===== src/rtl/wrf_rx_sink_pkg.sv =====
// wrf_sink_pkg: fabric address map, status bit index and the stream word carried through the sink FIFO.
package wrf_sink_pkg;

    localparam logic [1:0] c_WRF_DATA   = 2'd0;
    localparam logic [1:0] c_WRF_OOB    = 2'd1;
    localparam logic [1:0] c_WRF_STATUS = 2'd2;
    localparam logic [1:0] c_WRF_USER   = 2'd3;

    localparam int c_WRF_STATUS_ERR = 1;

    typedef struct packed {
        logic [15:0] dat;
        logic        sop;
        logic        eop;
        logic        bytesel;
        logic        err;
        logic        oob;
    } t_wrf_word;

    typedef enum logic {IDLE, FRAME} t_sink_state;

endpackage


===== src/rtl/wrf_rx_sink_if.sv =====
// wrf_rx_sink_if: pipelined Wishbone fabric bus between a WR fabric source (master) and the sink (slave).
interface wrf_rx_sink_if;

    logic        cyc;
    logic        stb;
    logic        we;
    logic [1:0]  adr;
    logic [15:0] dat;
    logic [1:0]  sel;
    logic        stall;
    logic        ack;
    logic        err;

    modport master (output cyc, stb, we, adr, dat, sel, input stall, ack, err);
    modport slave  (input cyc, stb, we, adr, dat, sel, output stall, ack, err);

endinterface


===== src/rtl/wrf_rx_sink_fifo.sv =====
// wrf_sink_fifo: synchronous FIFO of stream words with occupancy count; head word reads as zero when empty.
module wrf_sink_fifo
    import wrf_sink_pkg::*;
#(
    parameter int g_depth = 64
) (
    input  logic                     clk_sys,
    input  logic                     rst_n,
    input  logic                     push,
    input  logic                     pop,
    input  t_wrf_word                din,
    output t_wrf_word                dout,
    output logic                     empty,
    output logic [$clog2(g_depth):0] count
);

    localparam int AW = $clog2(g_depth);

    t_wrf_word  mem [g_depth];
    logic [AW:0] wr_ptr;
    logic [AW:0] rd_ptr;
    logic        full;

    assign count = wr_ptr - rd_ptr;
    assign empty = count == '0;
    assign full  = count == (AW + 1)'(g_depth);
    assign dout  = empty ? '0 : mem[rd_ptr[AW-1:0]];

    always_ff @(posedge clk_sys or posedge rst_n) begin
        if (rst_n) begin
            wr_ptr <= '0;
            rd_ptr <= '0;
        end else begin
            if (push)
                wr_ptr <= wr_ptr + 1'b1;
            if (pop && !empty)
                rd_ptr <= rd_ptr + 1'b1;
        end
    end

    always_ff @(posedge clk_sys) begin
        if (push)
            mem[wr_ptr[AW-1:0]] <= din;
    end

    // The sink's stall margin must make this unreachable.
    a_no_overflow: assert property (@(posedge clk_sys) disable iff (rst_n) !(push && full));

endmodule


===== src/rtl/wrf_rx_sink.sv =====
// wrf_rx_sink: WR fabric sink turning Wishbone frames into a sop/eop framed valid/ready word stream.
// Define WRF_SINK_OOB_EN to forward OOB words (adr=1) in-band with out_oob_o set.
module wrf_rx_sink
    import wrf_sink_pkg::*;
#(
    parameter int g_fifo_depth = 64,
    parameter int g_cnt_width  = 32
) (
    input  logic                   clk_sys,
    input  logic                   rst_n,
    wrf_rx_sink_if.slave           snk,
    output logic [15:0]            out_dat_o,
    output logic                   out_valid_o,
    input  logic                   out_ready_i,
    output logic                   out_sop_o,
    output logic                   out_eop_o,
    output logic                   out_bytesel_o,
    output logic                   out_err_o,
    output logic                   out_oob_o,
    output logic [g_cnt_width-1:0] rx_frames_o,
    output logic [g_cnt_width-1:0] rx_err_frames_o
);

    localparam int AW = $clog2(g_fifo_depth);
    localparam logic [AW:0] c_stall_lvl = (AW + 1)'(g_fifo_depth - 2);

    t_sink_state            state, state_nxt;
    t_wrf_word              hold, hold_nxt, fifo_din, fifo_dout;
    logic                   hold_vld, hold_vld_nxt;
    logic                   first, first_nxt;
    logic                   err_flag, err_flag_nxt;
    logic                   push, empty;
    logic [AW:0]            count;
    logic                   accept, cut, set_err, is_word, is_oob;
    logic [g_cnt_width-1:0] frames_nxt, err_frames_nxt;
    logic                   unused_we;

    assign unused_we = snk.we;
    assign accept    = snk.cyc & snk.stb & ~snk.stall;
    assign cut       = accept & (snk.adr == c_WRF_DATA) & (snk.sel == 2'b00);
    assign set_err   = accept & (snk.adr == c_WRF_STATUS) & snk.dat[c_WRF_STATUS_ERR];

`ifdef WRF_SINK_OOB_EN
    assign is_oob  = snk.adr == c_WRF_OOB;
    assign is_word = accept & ~cut & ((snk.adr == c_WRF_DATA) | is_oob);
`else
    assign is_oob  = 1'b0;
    assign is_word = accept & ~cut & (snk.adr == c_WRF_DATA);
`endif

    // The last word of a frame stays in the holding register until cyc falls, so eop can be attached.
    always_comb begin
        state_nxt      = state;
        first_nxt      = first;
        err_flag_nxt   = err_flag;
        hold_nxt       = hold;
        hold_vld_nxt   = hold_vld;
        push           = 1'b0;
        fifo_din       = hold;
        fifo_din.eop   = 1'b0;
        fifo_din.bytesel = 1'b0;
        fifo_din.err   = 1'b0;
        frames_nxt     = rx_frames_o;
        err_frames_nxt = rx_err_frames_o;
        if (state == IDLE && snk.cyc) begin
            state_nxt    = FRAME;
            first_nxt    = 1'b1;
            err_flag_nxt = 1'b0;
        end else if (state == FRAME && !snk.cyc) begin
            state_nxt = IDLE;
            if (hold_vld) begin
                push             = 1'b1;
                fifo_din.eop     = 1'b1;
                fifo_din.bytesel = hold.bytesel;
                fifo_din.err     = err_flag;
                hold_vld_nxt     = 1'b0;
                frames_nxt       = rx_frames_o + 1'b1;
                err_frames_nxt   = err_flag ? rx_err_frames_o + 1'b1 : rx_err_frames_o;
            end
        end
        if (is_word) begin
            push         = hold_vld;
            hold_nxt     = '{dat: snk.dat, sop: first_nxt, eop: 1'b0,
                             bytesel: snk.sel == 2'b10, err: 1'b0, oob: is_oob};
            hold_vld_nxt = 1'b1;
            first_nxt    = 1'b0;
        end
        if (cut || set_err)
            err_flag_nxt = 1'b1;
    end

    always_ff @(posedge clk_sys or posedge rst_n) begin
        if (rst_n) begin
            state           <= IDLE;
            hold            <= '0;
            hold_vld        <= 1'b0;
            first           <= 1'b0;
            err_flag        <= 1'b0;
            rx_frames_o     <= '0;
            rx_err_frames_o <= '0;
            snk.stall       <= 1'b0;
            snk.ack         <= 1'b0;
            snk.err         <= 1'b0;
        end else begin
            state           <= state_nxt;
            hold            <= hold_nxt;
            hold_vld        <= hold_vld_nxt;
            first           <= first_nxt;
            err_flag        <= err_flag_nxt;
            rx_frames_o     <= frames_nxt;
            rx_err_frames_o <= err_frames_nxt;
            snk.stall       <= count >= c_stall_lvl;
            snk.ack         <= accept & ~cut;
            snk.err         <= cut;
        end
    end

    wrf_sink_fifo #(.g_depth(g_fifo_depth)) u_fifo (
        .clk_sys (clk_sys),
        .rst_n   (rst_n),
        .push    (push),
        .pop     (out_ready_i),
        .din     (fifo_din),
        .dout    (fifo_dout),
        .empty   (empty),
        .count   (count)
    );

    assign out_valid_o   = ~empty;
    assign out_dat_o     = fifo_dout.dat;
    assign out_sop_o     = fifo_dout.sop;
    assign out_eop_o     = fifo_dout.eop;
    assign out_bytesel_o = fifo_dout.bytesel;
    assign out_err_o     = fifo_dout.err;
    assign out_oob_o     = fifo_dout.oob;

endmodule


===== src/flat_wrapper.sv =====
// flat-port wrapper written by rule: the top's interface ports become plain ports
module wrf_rx_sink_flat import wrf_sink_pkg::*;
#(
    parameter int g_fifo_depth = 64,
    parameter int g_cnt_width  = 32
)
  (clk_sys, rst_n, out_dat_o, out_valid_o, out_ready_i, out_sop_o, out_eop_o, out_bytesel_o, out_err_o, out_oob_o, rx_frames_o, rx_err_frames_o, snk_cyc, snk_stb, snk_we, snk_adr, snk_dat, snk_sel, snk_stall, snk_ack, snk_err);
  wrf_rx_sink_if snk_i ();
  input  logic clk_sys;
  input  logic rst_n;
  output logic [15:0] out_dat_o;
  output logic out_valid_o;
  input  logic out_ready_i;
  output logic out_sop_o;
  output logic out_eop_o;
  output logic out_bytesel_o;
  output logic out_err_o;
  output logic out_oob_o;
  output logic [g_cnt_width-1:0] rx_frames_o;
  output logic [g_cnt_width-1:0] rx_err_frames_o;
  input wire logic [$bits(snk_i.cyc)-1:0] snk_cyc;
  input wire logic [$bits(snk_i.stb)-1:0] snk_stb;
  input wire logic [$bits(snk_i.we)-1:0] snk_we;
  input wire logic [$bits(snk_i.adr)-1:0] snk_adr;
  input wire logic [$bits(snk_i.dat)-1:0] snk_dat;
  input wire logic [$bits(snk_i.sel)-1:0] snk_sel;
  output wire logic [$bits(snk_i.stall)-1:0] snk_stall;
  output wire logic [$bits(snk_i.ack)-1:0] snk_ack;
  output wire logic [$bits(snk_i.err)-1:0] snk_err;
  assign snk_i.cyc = snk_cyc;
  assign snk_i.stb = snk_stb;
  assign snk_i.we = snk_we;
  assign snk_i.adr = snk_adr;
  assign snk_i.dat = snk_dat;
  assign snk_i.sel = snk_sel;
  assign snk_stall = snk_i.stall;
  assign snk_ack = snk_i.ack;
  assign snk_err = snk_i.err;
  wrf_rx_sink #(.g_fifo_depth(g_fifo_depth), .g_cnt_width(g_cnt_width)) u_core (.clk_sys(clk_sys), .rst_n(rst_n), .snk(snk_i), .out_dat_o(out_dat_o), .out_valid_o(out_valid_o), .out_ready_i(out_ready_i), .out_sop_o(out_sop_o), .out_eop_o(out_eop_o), .out_bytesel_o(out_bytesel_o), .out_err_o(out_err_o), .out_oob_o(out_oob_o), .rx_frames_o(rx_frames_o), .rx_err_frames_o(rx_err_frames_o));
endmodule

===== config.mk =====
export PLATFORM = sky130hd
export DESIGN_NAME = wrf_rx_sink_flat
export DESIGN_NICKNAME = d
export VERILOG_FILES = /design/src/rtl/wrf_rx_sink_pkg.sv /design/src/rtl/wrf_rx_sink_if.sv /design/src/rtl/wrf_rx_sink_fifo.sv /design/src/rtl/wrf_rx_sink.sv /design/src/flat_wrapper.sv
export SDC_FILE = /design/constraint.sdc
export NUM_CORES = 1
export LEC_CHECK = 0
export CORE_ASPECT_RATIO = 0.75
export CORE_UTILIZATION = 40
export CTS_BUF_LIST = sky130_fd_sc_hd__clkbuf_4
export DETAILED_ROUTE_END_ITERATION = 10
export PLACE_DENSITY = 0.59
export SYNTH_ARGS = -nofsm -noshare
export SYNTH_HDL_FRONTEND = slang
export SYNTH_HIERARCHICAL = 1
export SYNTH_SLANG_ARGS = --single-unit
export TNS_END_PERCENT = 50

===== constraint.sdc =====
create_clock -name clk_sys -period 4.3 [get_ports clk_sys]
set_input_delay 0.43 -clock clk_sys [delete_from_list [all_inputs] [get_ports clk_sys]]
set_output_delay 0.43 -clock clk_sys [all_outputs]
set_load 0.02 [all_outputs]

==> run_results.csv <==
group,metric,value,unit
cells_and_area,fin_nets,3516,
floorplan,ios,115,
power,switching_share,34.5,%
global_routing,grt_pass1_vias,31700,
clocking,clk_latency,1.30,ns
detailed_routing,wire_per_inst,28.0,microns
logic_synthesis,avgSynthCellArea,20.5,sq um
logic_synthesis,synth-seq-cells,1447,
sta,fmax,222,MHz
logic_synthesis,yosys_warnings,6,
global_routing,antenna_found_initial,11,
detailed_routing,wl_met2,70000,microns
sta,timing.final.crit_share,105,%
run_status,status,"complete, but fails checks",
floorplan,fp.dieW,436,microns
floorplan,die_area,143000,sq um
hold_path,hp-class,"in2reg",
power,total_power,45.2,mW
clocking,cts.reportedPaths.clkPinSlew,0.07,ns
detailed_routing,drt-met1-wl,65200,microns
detailed_routing,route.vias.total,31300,
power,p_seq_share,39.3,%
detailed_routing,drt_iter0_drc,3388,
floorplan,die_h,327,microns
detailed_routing,via_per_inst,5.61,
power,p_sw,15.6,mW
global_routing,grt_max_degree,78,
sta,worst_slack,-0.200,ns
sta,grt_setup_unrepaired,"yes",
floorplan,fp.coreArea,140000,sq um
logic_synthesis,synth_edf_count,1344,
clocking,cts-buffers-inserted,365,
clocking,cts_tree,"done",
logic_synthesis,synth.distinct_cells,70,
power,clockPowerShare,23.8,%
detailed_routing,ant_nets,0,
worst_setup_path,endpoint_kind,"primary output",
worst_setup_path,cp.required,3.87,ns
clocking,clkSinkCount,1447,
sta,setup_violations,22,
sta,min_period,4.50,ns
sta,holdWs,0.194,ns
cells_and_area,layout.cells.non_filler,5581,
worst_setup_path,crit_arrival,4.07,ns
placement,dp_cells,4875,
clocking,clockRootBuffer,"clkbuf_4",
clocking,htreeDepth,5,
clocking,cts.path.max_buffers,4,
logic_synthesis,synthTopCellsByArea,"edfxtp_1, mux4_2, dfrtp_1",
logic_synthesis,syn-cell-area,56500,sq um
worst_setup_path,cp_max_fo,6,
job,timing.max_cap.violations,0,
cells_and_area,drive_gt1_share,37.8,%
sta,hold_viol_final,0,
worst_setup_path,critPathLaunchType,"flop",
logic_synthesis,async_flop_share,7.12,%
detailed_routing,first_pass_iters,5,
global_routing,overflow,0,
detailed_routing,wl_met3,17600,microns
logic_synthesis,dominantRegCellSynth,"edfxtp_1",
power,internal_power,29.6,mW
detailed_routing,top_layer,"met5",
sta,slew_headroom,10.5,%
cells_and_area,final_common_cell,"edfxtp_1",
worst_setup_path,crit_type,"reg2out",
placement,place_congestion,0.916,
power,peakVddDrop,0.358,mV
placement,dp_hpwl,89300,microns
logic_synthesis,synth_top_area_cell,"edfxtp_1",
global_routing,grt_usage,21.8,%
logic_synthesis,yosysTopAreaCellShare,71.4,%
run_status,violations,"setup timing",
floorplan,rows,119,
power,leakage,23.1,nW
placement,io_buffers,113,
detailed_routing,drc,0,
power,pwr-share-comb,36.9,%
cells_and_area,syn2layout_area_growth,20.8,%
cells_and_area,layout_common_cells,"edfxtp_1, clkbuf_4, mux4_2",
sta,worstMarginPinSlew,1.34,ns
sta,final_max_slew_viol_count,0,
sta,fin_skew,0.0804,ns
power,powerDensity,662,nW/um^2
floorplan,initial_core_util,40.3,%
logic_synthesis,ys_seq_area_share,76.0,%
logic_synthesis,synthCells,2754,
detailed_routing,wl,156000,microns
global_routing,grt_pass1_wl,222000,microns
-- path summary, 6_finish.rpt --
| kind | startpoint | to | slack [ns] | depth (start not counted) |
|---|---|---|---|---|
| max in group asynchronous | rst_n | u_core/rx_frames_o[15] | 3.00 | 4 |
| min | snk_adr[1] | u_core/first | 0.19 | 4 |
| max | u_core/u_fifo/rd_ptr[0] | out_dat_o[5] | -0.20 | 9 |
| min in group asynchronous | rst_n | u_core/u_fifo/rd_ptr[1] | 0.27 | 3 |
| min reg2reg | u_core/rx_frames_o[31] | u_core/rx_frames_o[31] | 0.47 | 1 |
| max reg2reg | u_core/snk.stall | u_core/u_fifo/mem[61][12] | 1.00 | 8 |
-- Yosys cell counts, drive strengths merged (37+ instances only) --
master	count
nand2	99
buf	89
a221oi	37
xnor2	63
o21ai	46
mux2i	69
nor2	114
mux4	317
dfrtp	103
nand4	42
edfxtp	1344
nand3	46
clkbuf	51
-- layer usage --
layer,GRT usage [%],up-vias
met5,0,-
met4,7.16,2
met3,6.22,203
met2,31.6,1582
met1,31.7,16500
li1,-,13000
-- state kept, by name, indices dropped and copies added (netlist names) --
name                    flops
u_core/snk.stall            1
u_core/fifo_din            17
u_core/u_fifo/wr_ptr        7
u_core/rx_frames_o         32
u_core/err_flag             1
u_core/snk.ack              1
u_core/state                1
u_core/hold_vld             1
u_core/first                1
u_core/u_fifo/mem        1344
u_core/hold                 1
u_core/snk.err              1
u_core/u_fifo/rd_ptr        7
u_core/rx_err_frames_o     32
-- critical path, stage by stage (launching register included) --
cell     delay, ns
dfrtp_4       0.53
ha_1          0.22
inv_1         0.08
fa_2          0.44
or3_4         0.40
nor4_4        0.26
and2_4        0.29
buf_12        0.15
and4b_1       0.23
buf_4         0.17
-- layout make-up --
cell class	instances	area [sq um]
timing repair buffer	433	4770
sequential	1447	43000
multi-input combinational	1206	13800
inverter	24	103
antenna	9	22.5
tap	1875	2350
fill	11500	72000
clock buffer	508	3810
clock inverter	79	362
-- power by group through the flow --
stage                     Sequential (mW)  Combinational, mW  Clock [mW]
after global placement               18.0               13.4           0
final                                17.7               16.7        10.7
after floorplan                      18.2               7.29           0
after detailed placement             18.0               13.6           0
after CTS                            17.7               16.1        11.0
after global routing                 17.8               17.4        11.7
-- metrics by stage --
step / utilization, % / cell area (sq um) / worst slack [ns] / TNS [ns]
finish: 48.6 / 68200 / -0.200 / -2.07
global route: 48.6 / 68200 / -0.364 / -5.83
detailed placement: 43.9 / 61500 / 0.208 / 0
global placement: 43.9 / 61500 / 0.149 / 0
CTS: 48.3 / 67800 / -0.309 / -3.91
floorplan: - / 56700 / 0.741 / 0
-- what timing repair did --
action | 4_1_cts | 5_1_grt
endpoints found under the setup margin | 22 | 22
hold buffers | 28 | 0
cloned | 20 | 1
buffers inserted | 34 | 29
gates resized for setup | 294 | 50
pin swaps | 32 | 16
hold endpoints to repair | 110 | 0
-- kinds of logic after synthesis --
group                      synth area share (%)
adders and majority gates                 0.301
DFF                                        76.0
AOI/OAI and AO/OA                          2.77
xor gates and xnor gates                   1.22
other                                   0.00664
muxes                                      14.4
buffers and inverters                      1.65
and+or+nand+nor                            3.65
No activity file was read; power rests on OpenSTA's default activity.
